--- src/rtl/ledgame_pkg.sv ---
// Shared definitions for the LED game blocks: channel mode codes and a
// counter-width helper used to size the debounce and blink counters.
package ledgame_pkg;

  localparam logic [1:0] MODE_TOGGLE    = 2'b00;
  localparam logic [1:0] MODE_MOMENTARY = 2'b01;
  localparam logic [1:0] MODE_BLINK     = 2'b10;
  localparam logic [1:0] MODE_OFF       = 2'b11;

  // Bits needed to hold 0..value-1; never less than one bit.
  function automatic int clog2(input int value);
    int w;
    w = 1;
    while ((32'sd1 <<< w) < value) begin
      w = w + 1;
    end
    return w;
  endfunction

endpackage

--- src/rtl/toggle_led_chan.sv ---
// One button->LED channel: 2-FF synchroniser, debouncer, rising-edge detect,
// toggle state and the registered mode mux gated by the shared blink/PWM enables.
module toggle_led_chan
  import ledgame_pkg::*;
#(
  parameter int DEBOUNCE_CYC = 16
) (
  input  logic       clk,
  input  logic       rst,
  input  logic       btn,
  input  logic [1:0] mode,
  input  logic       blink_phase,
  input  logic       pwm_on,
  output logic       value,
  output logic       press
);

  localparam int            CW      = clog2(DEBOUNCE_CYC);
  localparam logic [CW-1:0] CNT_MAX = CW'(DEBOUNCE_CYC - 1);
  localparam logic [CW-1:0] CNT_ONE = CW'(1);

  logic          sync1_r;
  logic          sync2_r;
  logic          deb_r;
  logic          deb_d_r;
  logic [CW-1:0] cnt_r;
  logic          state_r;
  logic          value_r;
  logic          press_r;
  logic          rise_s;
  logic          state_nx_s;
  logic          mode_val_s;

  // synchroniser and debouncer; the count restarts whenever the input agrees again
  always_ff @(posedge clk or posedge rst) begin
    if (rst) begin
      sync1_r <= 1'b0;
      sync2_r <= 1'b0;
      deb_r   <= 1'b0;
      deb_d_r <= 1'b0;
      cnt_r   <= '0;
    end else begin
      sync1_r <= btn;
      sync2_r <= sync1_r;
      deb_d_r <= deb_r;
      if (sync2_r == deb_r) begin
        cnt_r <= '0;
      end else if (cnt_r == CNT_MAX) begin
        deb_r <= sync2_r;
        cnt_r <= '0;
      end else begin
        cnt_r <= cnt_r + CNT_ONE;
      end
    end
  end

  // next toggle state and mode-selected LED level; new state is visible the same edge
  always_comb begin
    rise_s     = deb_r & ~deb_d_r;
    state_nx_s = state_r ^ rise_s;
    case (mode)
      MODE_TOGGLE:    mode_val_s = state_nx_s;
      MODE_MOMENTARY: mode_val_s = deb_r;
      MODE_BLINK:     mode_val_s = state_nx_s & blink_phase;
      MODE_OFF:       mode_val_s = 1'b0;
      default:        mode_val_s = 1'b0;
    endcase
  end

  // registered toggle state and outputs
  always_ff @(posedge clk or posedge rst) begin
    if (rst) begin
      state_r <= 1'b0;
      value_r <= 1'b0;
      press_r <= 1'b0;
    end else begin
      state_r <= state_nx_s;
      value_r <= mode_val_s & pwm_on;
      press_r <= rise_s;
    end
  end

  assign value = value_r;
  assign press = press_r;

endmodule

--- src/rtl/toggle_led_bank.sv ---
// NUM_CH independent debounced button->LED channels sharing one blink timebase.
// Optional per-channel PWM dimming is built when TOGGLE_LED_PWM_EN is defined.
module toggle_led_bank
  import ledgame_pkg::*;
#(
  parameter int NUM_CH       = 4,
  parameter int DEBOUNCE_CYC = 16,
  parameter int BLINK_HALF   = 50,
  parameter int PWM_BITS     = 4
) (
  input  logic                       clk,
  input  logic                       rst,
  input  logic [NUM_CH-1:0]          btn,
  input  logic [2*NUM_CH-1:0]        mode,
  input  logic [PWM_BITS*NUM_CH-1:0] brightness,
  output logic [NUM_CH-1:0]          value,
  output logic [NUM_CH-1:0]          press
);

  localparam int            BW       = clog2(BLINK_HALF);
  localparam logic [BW-1:0] BCNT_MAX = BW'(BLINK_HALF - 1);
  localparam logic [BW-1:0] BCNT_ONE = BW'(1);

  logic [BW-1:0]     bcnt_r;
  logic              blink_phase_r;
  logic [NUM_CH-1:0] pwm_on_s;

  // free-running blink timebase, never restarted by mode changes
  always_ff @(posedge clk or posedge rst) begin
    if (rst) begin
      bcnt_r        <= '0;
      blink_phase_r <= 1'b0;
    end else if (bcnt_r == BCNT_MAX) begin
      bcnt_r        <= '0;
      blink_phase_r <= ~blink_phase_r;
    end else begin
      bcnt_r        <= bcnt_r + BCNT_ONE;
    end
  end

`ifdef TOGGLE_LED_PWM_EN
  localparam logic [PWM_BITS-1:0] PCNT_ONE = PWM_BITS'(1);

  logic [PWM_BITS-1:0] pcnt_r;

  // shared PWM ramp
  always_ff @(posedge clk or posedge rst) begin
    if (rst) begin
      pcnt_r <= '0;
    end else begin
      pcnt_r <= pcnt_r + PCNT_ONE;
    end
  end

  // per-channel duty compare
  always_comb begin
    pwm_on_s = '0;
    for (int i = 0; i < NUM_CH; i++) begin
      pwm_on_s[i] = (pcnt_r < brightness[PWM_BITS*i +: PWM_BITS]);
    end
  end
`else
  logic unused_brightness_s;

  assign unused_brightness_s = ^brightness;
  assign pwm_on_s            = '1;
`endif

  for (genvar g = 0; g < NUM_CH; g++) begin : g_chan
    toggle_led_chan #(
      .DEBOUNCE_CYC(DEBOUNCE_CYC)
    ) u_chan (
      .clk        (clk),
      .rst        (rst),
      .btn        (btn[g]),
      .mode       (mode[2*g +: 2]),
      .blink_phase(blink_phase_r),
      .pwm_on     (pwm_on_s[g]),
      .value      (value[g]),
      .press      (press[g])
    );
  end

endmodule

--- config.mk ---
export PLATFORM = sky130hd
export DESIGN_NAME = toggle_led_bank
export DESIGN_NICKNAME = d
export VERILOG_FILES = /design/src/rtl/ledgame_pkg.sv /design/src/rtl/toggle_led_chan.sv /design/src/rtl/toggle_led_bank.sv
export SDC_FILE = /design/constraint.sdc
export NUM_CORES = 1
export LEC_CHECK = 0
export ABC_CLOCK_PERIOD_IN_PS = 3180
export CORE_ASPECT_RATIO = 1.25
export CORE_MARGIN = 4
export CORE_UTILIZATION = 38
export DETAILED_ROUTE_END_ITERATION = 7
export GPL_ROUTABILITY_DRIVEN = 0
export GPL_TIMING_DRIVEN = 0
export HOLD_SLACK_MARGIN = 0.03
export PLACE_DENSITY = 0.67
export SYNTH_ARGS = -nofsm -noshare
export SYNTH_HDL_FRONTEND = slang
export SYNTH_HIERARCHICAL = 1
export SYNTH_SLANG_ARGS = --single-unit
--- constraint.sdc ---
create_clock -name clk -period 3.18 [get_ports clk]
set_input_delay 0.318 -clock clk [delete_from_list [all_inputs] [get_ports clk]]
set_output_delay 0.318 -clock clk [all_outputs]
set_load 0.02 [all_outputs]
==> results of run 1 <==
cell families (layout without fill, tap and decap cells):
kind of cell    Yosys count  count (layout)  synth area share [%]
xor+xnor                 16              16                 8.643
flops                    51              51                 62.08
mux                       4               4                 2.191
simple gates             41              41                 14.30
other cells               1               8                0.1824
fa+ha+maj                 6               6                 3.652
buf+inv                  15              44                 3.104
compound gates           19              19                 5.843
layout make-up:
cell class	instances	share of cell area [%]
Inverter	14	2.097
Clock inverter	3	2.696
Timing Repair Buffer	21	8.387
Multi-Input combinational cell	94	29.61
Buffer	1	0.4493
Tap cell	62	3.095
Sequential cell	51	50.92
Clock buffer	5	2.746
where the power goes:
part | switching [mW] | total, mW | internal, mW
clock | 0.206 | 0.520 | 0.313
sequential | 0.0153 | 0.682 | 0.667
combinational | 0.0314 | 0.0645 | 0.0331
total | 0.253 | 1.27 | 1.01
worst max-delay path by stage:
stage                                       from                     end  slack, ns
final                     g_chan[2].u_chan/value                value[2]       1.60
after global routing      g_chan[2].u_chan/value                value[2]       1.54
after CTS                 g_chan[2].u_chan/value                value[2]       1.58
after detailed placement                 mode[3]  g_chan[1].u_chan/value       1.84
after global placement                   mode[3]  g_chan[1].u_chan/value       1.86
after floorplan                        bcnt_r[0]           blink_phase_r       2.02
state kept, by name (all words and copies together) (netlist names):
name,count
g_chan.u_chan/cnt_r,16
bcnt_r,6
g_chan.u_chan/deb_d_r,4
g_chan.u_chan/deb_r,4
g_chan.u_chan/press,4
g_chan.u_chan/state_r,4
g_chan.u_chan/sync1_r,4
g_chan.u_chan/sync2_r,4
g_chan.u_chan/value,4
blink_phase_r,1
stage by stage:
stage / std cells / utilization [%]
2_1_floorplan: 160 / -
3_3_place_gp: 243 / 45.99
3_5_place_dp: 243 / 45.99
4_1_cts: 251 / 48.64
5_1_grt: 251 / 48.64
6_report: 251 / 48.64
synthesized netlist by cell type:
cell type / number
sky130_fd_sc_hd__nand2b_1: 4
sky130_fd_sc_hd__and4_1: 2
sky130_fd_sc_hd__inv_1: 14
sky130_fd_sc_hd__a21oi_1: 10
sky130_fd_sc_hd__nor2_1: 8
sky130_fd_sc_hd__buf_6: 1
sky130_fd_sc_hd__nand4b_1: 4
sky130_fd_sc_hd__o21ai_0: 4
sky130_fd_sc_hd__xor2_1: 1
sky130_fd_sc_hd__nor3b_1: 4
sky130_fd_sc_hd__mux2_2: 4
sky130_fd_sc_hd__nor2_2: 1
sky130_fd_sc_hd__a22o_2: 1
sky130_fd_sc_hd__nor2b_4: 4
sky130_fd_sc_hd__a41o_1: 4
sky130_fd_sc_hd__ha_1: 6
sky130_fd_sc_hd__nor2b_1: 4
sky130_fd_sc_hd__nand3_1: 6
sky130_fd_sc_hd__xor2_2: 5
sky130_fd_sc_hd__conb_1: 1
sky130_fd_sc_hd__xnor2_1: 10
sky130_fd_sc_hd__and4b_1: 4
sky130_fd_sc_hd__dfrtp_1: 51
metal layers:
layer | global-route usage, % | vias to the layer above | part of all wire [%]
met1 | 13.13 | 567 | 44
li1 | - | 572 | -
met3 | 3.348 | 7 | 5.2
met4 | 5.891 | 0 | 2.9
met5 | 0 | - | 0
met2 | 15.24 | 20 | 48
==> reports/summary.json, run 1 <==
{
  "status": {"value": "completed"},
  "overall_routing_resource_usage": {"value": 10.35, "unit": "%"},
  "grt_antenna_before_repair": {"value": 0},
  "cts_max_path_buffers": {"value": 2},
  "fin_skew": {"value": 0.007063, "unit": "ns"},
  "synthesis.area": {"value": 2056, "unit": "sq um"},
  "hold_viol": {"value": 0},
  "largest_fanout_on_the_critical_path": {"value": 1},
  "pre_cts_slack": {"value": 1.843, "unit": "ns"},
  "dieHeight": {"value": 90.24, "unit": "um"},
  "seqCellArea": {"value": 1276, "unit": "sq um"},
  "ctsResizeCount": {"value": 0},
  "numCtsBuffers": {"value": 5},
  "synthesis.area_per_instance": {"value": 13.44, "unit": "sq um"},
  "post-cts-setup-buffers": {"value": 0},
  "cp.buffers_inverters": {"value": 1},
  "totalPowerFinal": {"value": 1.266, "unit": "mW"},
  "drt-initial-drc-count": {"value": 24},
  "drcViolationCount": {"value": 0},
  "setup_viol": {"value": 0},
  "post_drt_wl_per_cell": {"value": 11.66, "unit": "um"},
  "post-synth-top-area-cell": {"value": "sky130_fd_sc_hd__dfrtp_1"},
  "initial_utilization": {"value": 39.90, "unit": "%"},
  "crit_path_end_kind": {"value": "primary output"},
  "crit_path_leading_delay_family": {"value": "buffers and inverters"},
  "setup_ws": {"value": 1.598, "unit": "ns"},
  "floorplan.die_area": {"value": 6658, "unit": "sq um"},
  "ioPinCount": {"value": 38},
  "wirelength": {"value": 2.926, "unit": "mm"},
  "worst_min_delay_path_category": {"value": "in -> async"},
  "syn_to_final_growth": {"value": 21.91, "unit": "%"},
  "most_frequent_cells_in_the_layout": {"value": "51 x sky130_fd_sc_hd__dfrtp_1, 21 x sky130_fd_sc_hd__clkdlybuf4s50_1, 14 x sky130_fd_sc_hd__inv_1"},
  "synth.ff_latch_count": {"value": 51},
  "post_drt_via_cell_ratio": {"value": 4.645},
  "total_global_routing_overflow": {"value": 0},
  "r2r-end": {"value": "blink_phase_r"},
  "num-nets-final": {"value": 224},
  "placementRows": {"value": 29},
  "timing.final.crit_share": {"value": 49.76, "unit": "%"},
  "cp_num_cells": {"value": 1},
  "post_synth_num_cell_types": {"value": 23},
  "drt_pre_antenna_iters": {"value": 4},
  "rsz0062_at_grt": {"value": "false"},
  "die-width": {"value": 73.79, "unit": "um"},
  "period_minus_slack": {"value": 1.582, "unit": "ns"},
  "antenna-diode-count": {"value": 0},
  "synth_top_cell_area_share": {"value": 62.08, "unit": "%"},
  "vias": {"value": 1166},
  "setup.reg_to_reg.worst_slack": {"value": 1.95, "unit": "ns"},
  "place.port_buffers": {"value": 21},
  "cts_htree_levels": {"value": 2},
  "r2r-start": {"value": "bcnt_r[0]"},
  "worst-endpoint-arrival": {"value": 1.26, "unit": "ns"},
  "cts_root_cell": {"value": "sky130_fd_sc_hd__clkbuf_8"},
  "filler_cell_count": {"value": 458},
  "crit_required": {"value": 2.86, "unit": "ns"},
  "power-per-cell-area": {"value": 505.3, "unit": "nW/um^2"},
  "number_of_nets_with_antenna_violations_after_routing": {"value": 0},
  "grt_max_degree": {"value": 17},
  "synth_seq_area_share": {"value": 62.08, "unit": "%"},
  "critical_path_class": {"value": "reg -> out"},
  "fin_tns_setup": {"value": 0, "unit": "ns"},
  "placement.cell_area": {"value": 2370, "unit": "sq um"},
  "dp_wirelength": {"value": 2.203, "unit": "mm"},
  "crit_path_start_kind": {"value": "flop"},
  "power.static_leakage": {"value": 1.184, "unit": "nW"},
  "synthCells": {"value": 153},
  "grt_first_pass_wirelength": {"value": 5.340, "unit": "mm"},
  "grt_pass1_vias": {"value": 1180},
  "maxSlewViolCount": {"value": 0},
  "tritoncts_clock_tree": {"value": "built"},
  "max_cap_viol_count": {"value": 0},
  "design_area": {"value": 2506, "unit": "sq um"},
  "length_in_cells_of_the_worst_reg_to_reg_path": {"value": 4},
  "cts_clock_pin_slew_for_the_worst_setup_and_hold_paths": {"value": 0.09, "unit": "ns"},
  "cp_slowest_stage_delay": {"value": 0.61, "unit": "ns"},
  "crit_chain": {"value": "clkdlybuf4s50_1"},
  "cell_types_with_the_largest_area_share_after_synthesis": {"value": "sky130_fd_sc_hd__dfrtp_1 62%, sky130_fd_sc_hd__xnor2_1 4.3%, sky130_fd_sc_hd__xor2_2 4.0%"},
  "power.ir.vdd_worst": {"value": 236.6, "unit": "uV"},
  "holdBufCountCts": {"value": 0},
  "multiInputGateArea": {"value": 742.0, "unit": "sq um"},
  "worst_hold_slack": {"value": 0.3552, "unit": "ns"},
  "tritoncts_num_sinks": {"value": 51},
  "drive_gt1_share": {"value": 12.70, "unit": "%"},
  "cp_slowest_cell": {"value": "sky130_fd_sc_hd__clkdlybuf4s50_1"},
  "mostFrequentLayoutCell": {"value": "sky130_fd_sc_hd__dfrtp_1"},
  "fmax": {"value": 0.6320, "unit": "GHz"},
  "synth-warning-count": {"value": 6},
  "worst_skew_pair.late_latency": {"value": 0.30, "unit": "ns"},
  "fp.coreArea": {"value": 5152, "unit": "sq um"}
}
No activity file was read; power rests on OpenSTA's default activity.
==> inputs of run 2 (changes only) <==
ABC_CLOCK_PERIOD_IN_PS = 1500   (was 3180)
clock period = 1.5 ns   (was 3.18 ns; I/O delays follow)
==> results of run 2 <==
Same layout as run 1 (identical final DEF). Status: completed.
Main changes from that run: setup slack after placement 1.843 ns -> 0.2714 ns; setup slack after layout 1.598 ns -> 0.08579 ns; hold slack 0.3552 ns -> 0.1945 ns; register-to-register setup slack 1.95 ns -> 0.27 ns; total power 1.266 mW -> 2.685 mW; worst IR drop on VDD 236.6 uV -> 501.5 uV
==> inputs of run 3 (changes only) <==
REMOVE_ABC_BUFFERS = 1   (was default)
==> reports/summary.json, run 3 (same netlist as run 1, synthesis figures left out) <==
{
  "status": {"value": "completed", "change": "unchanged"},
  "fin_cells": {"value": 249, "change": "was 251"},
  "register_bank_with_the_most_flops": {"value": "g_chan.u_chan/cnt_r", "change": "unchanged"},
  "maxSlewViolCount": {"value": 0, "change": "unchanged"},
  "cp.buffers_inverters": {"value": 1, "change": "unchanged"},
  "cp_slowest_stage_delay": {"value": 0.62, "unit": "ns", "change": "was 0.61 ns"},
  "drive_gt1_share": {"value": 11.76, "unit": "%", "change": "was 12.70%"},
  "crit_required": {"value": 1.35, "unit": "ns", "change": "about the same"},
  "grt_first_pass_wirelength": {"value": 5.444, "unit": "mm", "change": "was 5.340 mm"},
  "floorplan.die_area": {"value": 6658, "unit": "sq um", "change": "unchanged"},
  "timing.final.crit_share": {"value": 93.30, "unit": "%", "change": "was 94.28%"},
  "die-width": {"value": 73.79, "unit": "um", "change": "unchanged"},
  "period_minus_slack": {"value": 1.399, "unit": "ns", "change": "was 1.414 ns"},
  "power.static_leakage": {"value": 1.164, "unit": "nW", "change": "was 1.184 nW"},
  "fmax": {"value": 0.7146, "unit": "GHz", "change": "was 0.7071 GHz"},
  "dp_wirelength": {"value": 2.183, "unit": "mm", "change": "was 2.203 mm"},
  "numPlacedInstances": {"value": 242, "change": "was 243"},
  "drt_pre_antenna_iters": {"value": 4, "change": "unchanged"},
  "power.ir.vdd_worst": {"value": 498.8, "unit": "uV", "change": "was 501.5 uV"},
  "startpoint": {"value": "g_chan[1].u_chan/value", "change": "was g_chan[2].u_chan/value"},
  "largest_reg_flops": {"value": 16, "change": "unchanged"},
  "ctsResizeCount": {"value": 0, "change": "unchanged"},
  "r2r-end": {"value": "g_chan[2].u_chan/deb_r", "change": "was blink_phase_r"},
  "grt_antenna_before_repair": {"value": 0, "change": "unchanged"},
  "initial_utilization": {"value": 39.90, "unit": "%", "change": "unchanged"},
  "num-nets-final": {"value": 223, "change": "was 224"},
  "number_of_nets_with_antenna_violations_after_routing": {"value": 0, "change": "unchanged"},
  "setup.reg_to_reg.worst_slack": {"value": 0.28, "unit": "ns", "change": "was 0.27 ns"},
  "mostFrequentLayoutCell": {"value": "sky130_fd_sc_hd__dfrtp_1", "change": "unchanged"},
  "numCtsBuffers": {"value": 5, "change": "unchanged"},
  "post_drt_wl_per_cell": {"value": 12.03, "unit": "um", "change": "was 11.66 um"},
  "cp_num_cells": {"value": 1, "change": "unchanged"},
  "most_frequent_cells_in_the_layout": {"value": "51 x sky130_fd_sc_hd__dfrtp_1, 21 x sky130_fd_sc_hd__clkdlybuf4s50_1, 14 x sky130_fd_sc_hd__inv_1", "change": "unchanged"},
  "fin_skew": {"value": 0.008337, "unit": "ns", "change": "was 0.007063 ns"},
  "crit_path_leading_delay_family": {"value": "buffers and inverters", "change": "unchanged"},
  "holdBufCountCts": {"value": 0, "change": "unchanged"},
  "antenna-diode-count": {"value": 0, "change": "unchanged"},
  "multiInputGateArea": {"value": 742.0, "unit": "sq um", "change": "unchanged"},
  "placementRows": {"value": 29, "change": "unchanged"},
  "hold_viol": {"value": 0, "change": "unchanged"},
  "totalPowerFinal": {"value": 2.491, "unit": "mW", "change": "was 2.685 mW"},
  "vias": {"value": 1171, "change": "was 1166"},
  "placement.cell_area": {"value": 2359, "unit": "sq um", "change": "was 2370 sq um"},
  "worst_min_delay_path_category": {"value": "in -> async", "change": "unchanged"},
  "ioPinCount": {"value": 38, "change": "unchanged"},
  "crit_path_end_kind": {"value": "primary output", "change": "unchanged"},
  "fin_tns_setup": {"value": 0, "unit": "ns", "change": "unchanged"},
  "worst-endpoint-arrival": {"value": 1.25, "unit": "ns", "change": "was 1.26 ns"},
  "cts_root_cell": {"value": "sky130_fd_sc_hd__clkbuf_8", "change": "unchanged"},
  "r2r-start": {"value": "g_chan[2].u_chan/cnt_r[0]", "change": "was bcnt_r[0]"},
  "worst_skew_pair.late_latency": {"value": 0.30, "unit": "ns", "change": "about the same"},
  "dieHeight": {"value": 90.24, "unit": "um", "change": "unchanged"},
  "rsz0062_at_grt": {"value": "false", "change": "unchanged"},
  "total_global_routing_overflow": {"value": 0, "change": "unchanged"},
  "pre_cts_slack": {"value": 0.2954, "unit": "ns", "change": "was 0.2714 ns"},
  "setup_viol": {"value": 0, "change": "unchanged"},
  "critical_path_class": {"value": "reg -> out", "change": "unchanged"},
  "syn_to_final_growth": {"value": 19.90, "unit": "%", "change": "was 21.91%"},
  "overall_routing_resource_usage": {"value": 10.58, "unit": "%", "change": "was 10.35%"},
  "largestRegisters": {"value": "g_chan.u_chan/cnt_r: 16 flops, bcnt_r: 6 flops", "change": "unchanged"},
  "fp.coreArea": {"value": 5152, "unit": "sq um", "change": "unchanged"},
  "place.port_buffers": {"value": 21, "change": "unchanged"},
  "crit_chain": {"value": "clkdlybuf4s50_1", "change": "unchanged"},
  "tritoncts_clock_tree": {"value": "built", "change": "unchanged"},
  "crit_path_end": {"value": "value[1]", "change": "was value[2]"},
  "design_area": {"value": 2465, "unit": "sq um", "change": "was 2506 sq um"},
  "cts_max_path_buffers": {"value": 2, "change": "unchanged"},
  "cp_slowest_cell": {"value": "sky130_fd_sc_hd__clkdlybuf4s50_1", "change": "unchanged"},
  "wirelength": {"value": 2.995, "unit": "mm", "change": "was 2.926 mm"},
  "grt_pass1_vias": {"value": 1179, "change": "was 1180"},
  "power-per-cell-area": {"value": 1010, "unit": "nW/um^2", "change": "was 1071 nW/um^2"},
  "filler_cell_count": {"value": 467, "change": "was 458"},
  "grt_max_degree": {"value": 16, "change": "was 17"},
  "length_in_cells_of_the_worst_reg_to_reg_path": {"value": 3, "change": "was 4"},
  "seqCellArea": {"value": 1276, "unit": "sq um", "change": "unchanged"},
  "drt-initial-drc-count": {"value": 44, "change": "was 24"},
  "setup_ws": {"value": 0.1005, "unit": "ns", "change": "was 0.08579 ns"},
  "cts_clock_pin_slew_for_the_worst_setup_and_hold_paths": {"value": 0.09, "unit": "ns", "change": "about the same"},
  "max_cap_viol_count": {"value": 0, "change": "unchanged"},
  "drcViolationCount": {"value": 0, "change": "unchanged"},
  "post-cts-setup-buffers": {"value": 0, "change": "unchanged"},
  "largest_fanout_on_the_critical_path": {"value": 1, "change": "unchanged"},
  "post_drt_via_cell_ratio": {"value": 4.703, "change": "was 4.645"},
  "tritoncts_num_sinks": {"value": 51, "change": "unchanged"},
  "crit_path_start_kind": {"value": "flop", "change": "unchanged"},
  "cts_htree_levels": {"value": 2, "change": "unchanged"}
}
## run 3: how the worst min path moves through the flow
stage | startpoint | endpoint | slack (ns) | depth (start not counted)
6_report | rst | bcnt_r[5] | 0.22 | 2
5_1_grt | rst | bcnt_r[5] | 0.26 | 2
4_1_cts | rst | bcnt_r[5] | 0.21 | 2
3_5_place_dp | g_chan[1].u_chan/sync1_r | g_chan[1].u_chan/sync2_r | 0.34 | 0
3_3_place_gp | g_chan[1].u_chan/sync1_r | g_chan[1].u_chan/sync2_r | 0.33 | 0
2_1_floorplan | rst | bcnt_r[0] | -0.05 | 1
## run 3: layout make-up
cell class,instances,share of cell area [%]
clock buffer,5,2.792
clock inverter,2,1.523
inverter,14,2.132
multi-input combinational,94,30.10
sequential,51,51.78
tap,62,3.147
timing repair buffer,21,8.528
## run 3: metal layers
metal	track usage [%]	vias up	share of wire (%)
li1	-	568	-
met1	13.94	565	46
met2	15.38	31	46
met3	3.013	7	5.4
met4	5.891	0	2.9
met5	0	-	0
## run 3: metrics by stage
| step | hold WS, ns | utilization, % |
|---|---|---|
| floorplan | -0.04660 | - |
| global placement | 0.3337 | 45.77 |
| detailed placement | 0.3356 | 45.77 |
| CTS | 0.2113 | 47.84 |
| global route | 0.2585 | 47.84 |
| finish | 0.2187 | 47.84 |
## run 3: where the power goes
part | total, mW | internal (mW) | switching (mW) | leakage [nW]
registers | 1.45 | 1.41 | 0.0330 | 0.670
logic | 0.138 | 0.0701 | 0.0676 | 0.444
clock network | 0.906 | 0.487 | 0.419 | 0.0502
==> edit 1, RTL diff (config.mk and constraints of run 1) <==
The option `TOGGLE_LED_PWM_EN` is turned on by a define.
--- a/src/rtl/toggle_led_bank.sv
+++ b/src/rtl/toggle_led_bank.sv
@@ -1,5 +1,7 @@
 // NUM_CH independent debounced button->LED channels sharing one blink timebase.
 // Optional per-channel PWM dimming is built when TOGGLE_LED_PWM_EN is defined.
+`define TOGGLE_LED_PWM_EN
+
 module toggle_led_bank
   import ledgame_pkg::*;
 #(
Check against the original RTL: no difference found for any inputs over 10 cycles, from zero or initial values and one cycle with rst high; that may be too few to reach the edited logic, so the function may still have changed.
==> edit 1 against run 1 <==
  * Largest power group unchanged
  * Cell area up 21%
  * Synthesized area up 21%
  * Worst setup slack gained 0.016 ns
  * Critical path depth unchanged
  * Sequential cell count up 4
  * Combinational power grew 54%
  * Total power shrank 6.0%
  * Routed wire length rose by 39%
  * Count of clock-buffer cells in the layout unchanged
  * Final cell count grew 33%
  * Synthesized cell count increased by 34%
==> edit 1: results (changes against run 1) <==
* DR pass1 iterations at 3 (was 4)
* Status: finished, final reports clean (unchanged)
* Slowest cell on crit path: clkdlybuf4s50_1 (unchanged)
* Largest net degree at the start of global routing at 16 (was 17)
* First-pass GRT wire length at 7.182 mm (was 5.340 mm)
* Unique masters post-synth at 25 (was 23)
* Share of flip-flops with an asynchronous set or reset at 100.0% (unchanged)
* Area after DPL at 2957 sq um (was 2370 sq um)
* Clk_lat worst skew at 0.30 ns (about the same)
* Post-synthesis sequential area ratio at 55.50% (was 62.08%)
* Cts repair resizes at 0 (unchanged)
* DR iter-0 viols at 53 (was 24)
* TritonCTS clock tree: yes (unchanged)
* WP data arrival at 1.25 ns
* Yosys warnings at 6 (unchanged)
* Final #Nets at 298 (was 224)
* Avg Vias per Cell at 4.679 (was 4.645)
* CP max stage delay at 0.60 ns
* Worst Hold Class: register to register (was input port to async pin)
* TritonCTS buffer count at 5 (unchanged)
* Clock transition at path regs at 0.09 ns (about the same)
* Port Buffers at 37 (was 21)
* Largest cells by area after synthesis: dfrtp_1 55%, ha_1 9.6%, inv_1 4.1% (was dfrtp_1 62%, xnor2_1 4.3%, xor2_2 4.0%)
* Pleak at 1.463 nW (was 1.184 nW)
* Share of cells above drive strength 1 at 8.468% (was 12.70%)
* Drt total wl at 4.073 mm (was 2.926 mm)
* Fillers at 596 (was 458)
* Post-synthesis compound-gate area fraction at 7.417% (was 5.843%)
* Commonest cells in the netlist: 55 x dfrtp_1, 27 x inv_1, 19 x ha_1 (was 51 x dfrtp_1, 14 x inv_1, 10 x a21oi_1, 10 x xnor2_1, 8 x nor2_1)
* Inserted Diodes at 0 (unchanged)
* Total GRT Usage at 11.64% (was 10.35%)
* Worst IR Drop VDD at 0.1867 mV (was 0.2366 mV)
* Finished Layout Cells at 333 (was 251)
* DP HPWL at 3.118 mm (was 2.203 mm)
* Syn Nets at 254
* Mean Syn Cell Area at 12.10 sq um (was 13.44 sq um)
* Adder-Cell Fraction of Synth Area at 9.586% (was 3.652%)
* XOR/XNOR Fraction of Synth Area at 7.568% (was 8.643%)
* Mux cell area share after synthesis at 1.816% (was 2.191%)
* Cell family with most CP delay: buffers and inverters (unchanged)
* Final clock skew at 0.007483 ns (was 0.007063 ns)
* Vias in the first global route at 1596 (was 1180)
## edit 1: per-layer routing
metal  vias up  share of wire (%)  GRT usage (%)
met2        29                 49          18.43
li1        768                  -              -
met5         -                  0              0
met4         0                1.8          4.681
met3         8                4.8          3.413
met1       753                 45          14.82
## edit 1: per-stage QoR
stage | setup slack (ns) | utilization [%]
4_1_cts | 1.581 | 48.56
3_3_place_gp | 1.321 | 47.34
5_1_grt | 1.547 | 48.56
3_5_place_dp | 1.314 | 47.34
2_1_floorplan | 1.791 | -
6_report | 1.614 | 48.56
## edit 1: area by class of cell
| type | count | area, sq um | share of cell area (%) |
|---|---|---|---|
| Inverter | 27 | 101.3 | 3.342 |
| Clock buffer | 5 | 68.82 | 2.269 |
| Buffer | 1 | 5.005 | 0.1650 |
| Sequential cell | 55 | 1376 | 45.38 |
| Tap cell | 85 | 106.4 | 3.507 |
| Timing Repair Buffer | 37 | 370.4 | 12.21 |
| Clock inverter | 1 | 7.507 | 0.2475 |
| Multi-Input combinational cell | 122 | 997.2 | 32.88 |
## edit 1: worst paths after layout
check / startpoint / end / slack, ns / cells after the start
max reg2reg: pcnt_r[1] / g_chan[2].u_chan/value / 1.65 / 5
min: g_chan[1].u_chan/sync1_r / g_chan[1].u_chan/sync2_r / 0.36 / 0
max: g_chan[0].u_chan/press / press[0] / 1.61 / 1
min in group asynchronous: rst / g_chan[1].u_chan/state_r / 0.45 / 2
min reg2reg: g_chan[1].u_chan/sync1_r / g_chan[1].u_chan/sync2_r / 0.36 / 0
max in group asynchronous: rst / bcnt_r[5] / 2.43 / 2
## edit 1: where the power goes
| group | total, W | switching [W] | internal, W |
|---|---|---|---|
| Combinational | 0.0000991 | 0.0000428 | 0.0000563 |
| Sequential | 0.000734 | 0.0000159 | 0.000718 |
| Clock | 0.000357 | 0.000211 | 0.000147 |
==> edit 2, RTL diff (settings of run 1) <==
Without the edit above. Register the output `value`; this adds one clock of latency there. The other outputs are not delayed to match.
--- a/src/rtl/toggle_led_bank.sv
+++ b/src/rtl/toggle_led_bank.sv
@@ -20,6 +20,8 @@
   localparam int            BW       = clog2(BLINK_HALF);
   localparam logic [BW-1:0] BCNT_MAX = BW'(BLINK_HALF - 1);
   localparam logic [BW-1:0] BCNT_ONE = BW'(1);
+
+  logic [NUM_CH-1:0] value_d;
 
   logic [BW-1:0]     bcnt_r;
   logic              blink_phase_r;
@@ -76,10 +78,14 @@
       .mode       (mode[2*g +: 2]),
       .blink_phase(blink_phase_r),
       .pwm_on     (pwm_on_s[g]),
-      .value      (value[g]),
+      .value      (value_d[g]),
       .press      (press[g])
     );
   end
 
+  always_ff @(posedge clk) begin
+    value <= value_d;
+  end
+
 endmodule
 
Function: same outputs for any inputs over 10 cycles, from zero or initial values and one cycle with rst high; that may be too few to reach the edited logic, so the function may still have changed.
==> edit 2 against run 1 <==
  * Total power down 1.5%
  * Synthesized area up 3.9%
  * Critical endpoint is now press[0]
  * Register-to-register slack barely moved
  * Worst setup slack gained 0.018 ns
  * Clock power fell by 14%
  * Routed wire length rose by 3.2%
  * Cell area is 2.2% higher
  * Sequential cell count grew 4
  * Sequential power is 7.5% higher
==> edit 2: results (changes against run 1) <==
* Status: finished, final reports clean (unchanged)
* Worst IR Drop VDD at 0.2040 mV (was 0.2366 mV)
* Post-synthesis compound-gate area fraction at 5.624% (was 5.843%)
* Share of cells above drive strength 1 at 11.92% (was 12.70%)
* Mux cell area share after synthesis at 2.109% (was 2.191%)
* XOR/XNOR Fraction of Synth Area at 8.319% (was 8.643%)
* Post-synthesis sequential area ratio at 63.50% (was 62.08%)
* Setup WS pre-CTS at 1.831 ns (was 1.843 ns)
* Largest cells by area after synthesis: dfrtp_1 60%, xnor2_1 4.1%, xor2_2 3.8% (was dfrtp_1 62%, xnor2_1 4.3%, xor2_2 4.0%)
* Cell family with most CP delay: buffers and inverters (unchanged)
* First-pass GRT wire length at 5.181 mm (was 5.340 mm)
* Final clock skew at 0.007699 ns (was 0.007063 ns)
* DR iter-0 viols at 17 (was 24)
* Pleak at 1.204 nW (was 1.184 nW)
* Vias in the first global route at 1153 (was 1180)
* Int Power at 0.0009854 W (was 0.001013 W)
* Worst Hold Class: register to register (was input port to async pin)
* Area after DPL at 2452 sq um (was 2370 sq um)
* Total GRT Usage at 9.757% (was 10.35%)
* Routed wire per std cell at 11.75 microns (was 11.66 microns)
* Reg-to-reg setup timing slack at 1.95 ns (about the same)
* Largest net degree at the start of global routing at 18 (was 17)
* Adder-Cell Fraction of Synth Area at 3.515% (was 3.652%)
* Share of flip-flops with an asynchronous set or reset at 92.73% (was 100.0%)
* Final #Nets at 228 (was 224)
* Post-CTS Setup Inserts at 0 (unchanged)
* DP HPWL at 2.206 mm (was 2.203 mm)
* Avg Vias per Cell at 4.732 (was 4.645)
* Fillers at 492 (was 458)
* DR pass1 iterations at 4 (unchanged)
[edit 2: how the worst max path moves through the flow]
stage	start	to	slack [ns]	cells after the start
final	g_chan[0].u_chan/press	press[0]	1.62	1
after global routing	g_chan[3].u_chan/press	press[3]	1.57	1
after CTS	g_chan[0].u_chan/press	press[0]	1.60	1
after detailed placement	mode[1]	g_chan[0].u_chan/value	1.83	3
after global placement	mode[7]	g_chan[3].u_chan/value	1.87	3
after floorplan	bcnt_r[0]	blink_phase_r	2.02	4
[edit 2: area by class of cell]
cell class,instances,area share [%]
flip-flops and latches,55,52.93
multi-input cells,94,28.96
repair buffers,21,8.203
well taps,64,3.125
clock buffers,6,2.832
inverters,14,2.051
clock inverters,2,1.465
plain buffers,1,0.4395
[edit 2: cells by family (layout without fill, tap and decap cells)]
group / Yosys count / in the layout
flops: 55 / 55
simple gates: 41 / 41
compound gates: 19 / 19
xor+xnor: 16 / 16
buf+inv: 15 / 44
fa+ha+maj: 6 / 6
mux: 4 / 4
other cells: 1 / 8
[edit 2: through the flow]
stage	util [%]	cells	hold WS [ns]
floorplan	-	164	0.1214
detailed placement	45.06	249	0.3269
global route	47.08	257	0.3531
CTS	47.08	257	0.3495
finish	47.08	257	0.3480
global placement	45.06	249	0.3262
[edit 2: power by group through the flow]
stage               clock [W]  sequential, W  combinational, W
floorplan                   0       0.000744         0.0000398
global placement            0       0.000746         0.0000652
detailed placement          0       0.000747         0.0000663
CTS                  0.000468       0.000733         0.0000671
global route         0.000488       0.000736         0.0000750
finish               0.000449       0.000733         0.0000654
[edit 2: layer usage]
metal | global-route usage (%) | part of all wire [%]
met5 | 0 | 0
met4 | 5.341 | 2.1
met3 | 2.303 | 4.7
met2 | 13.88 | 46
met1 | 13.48 | 47
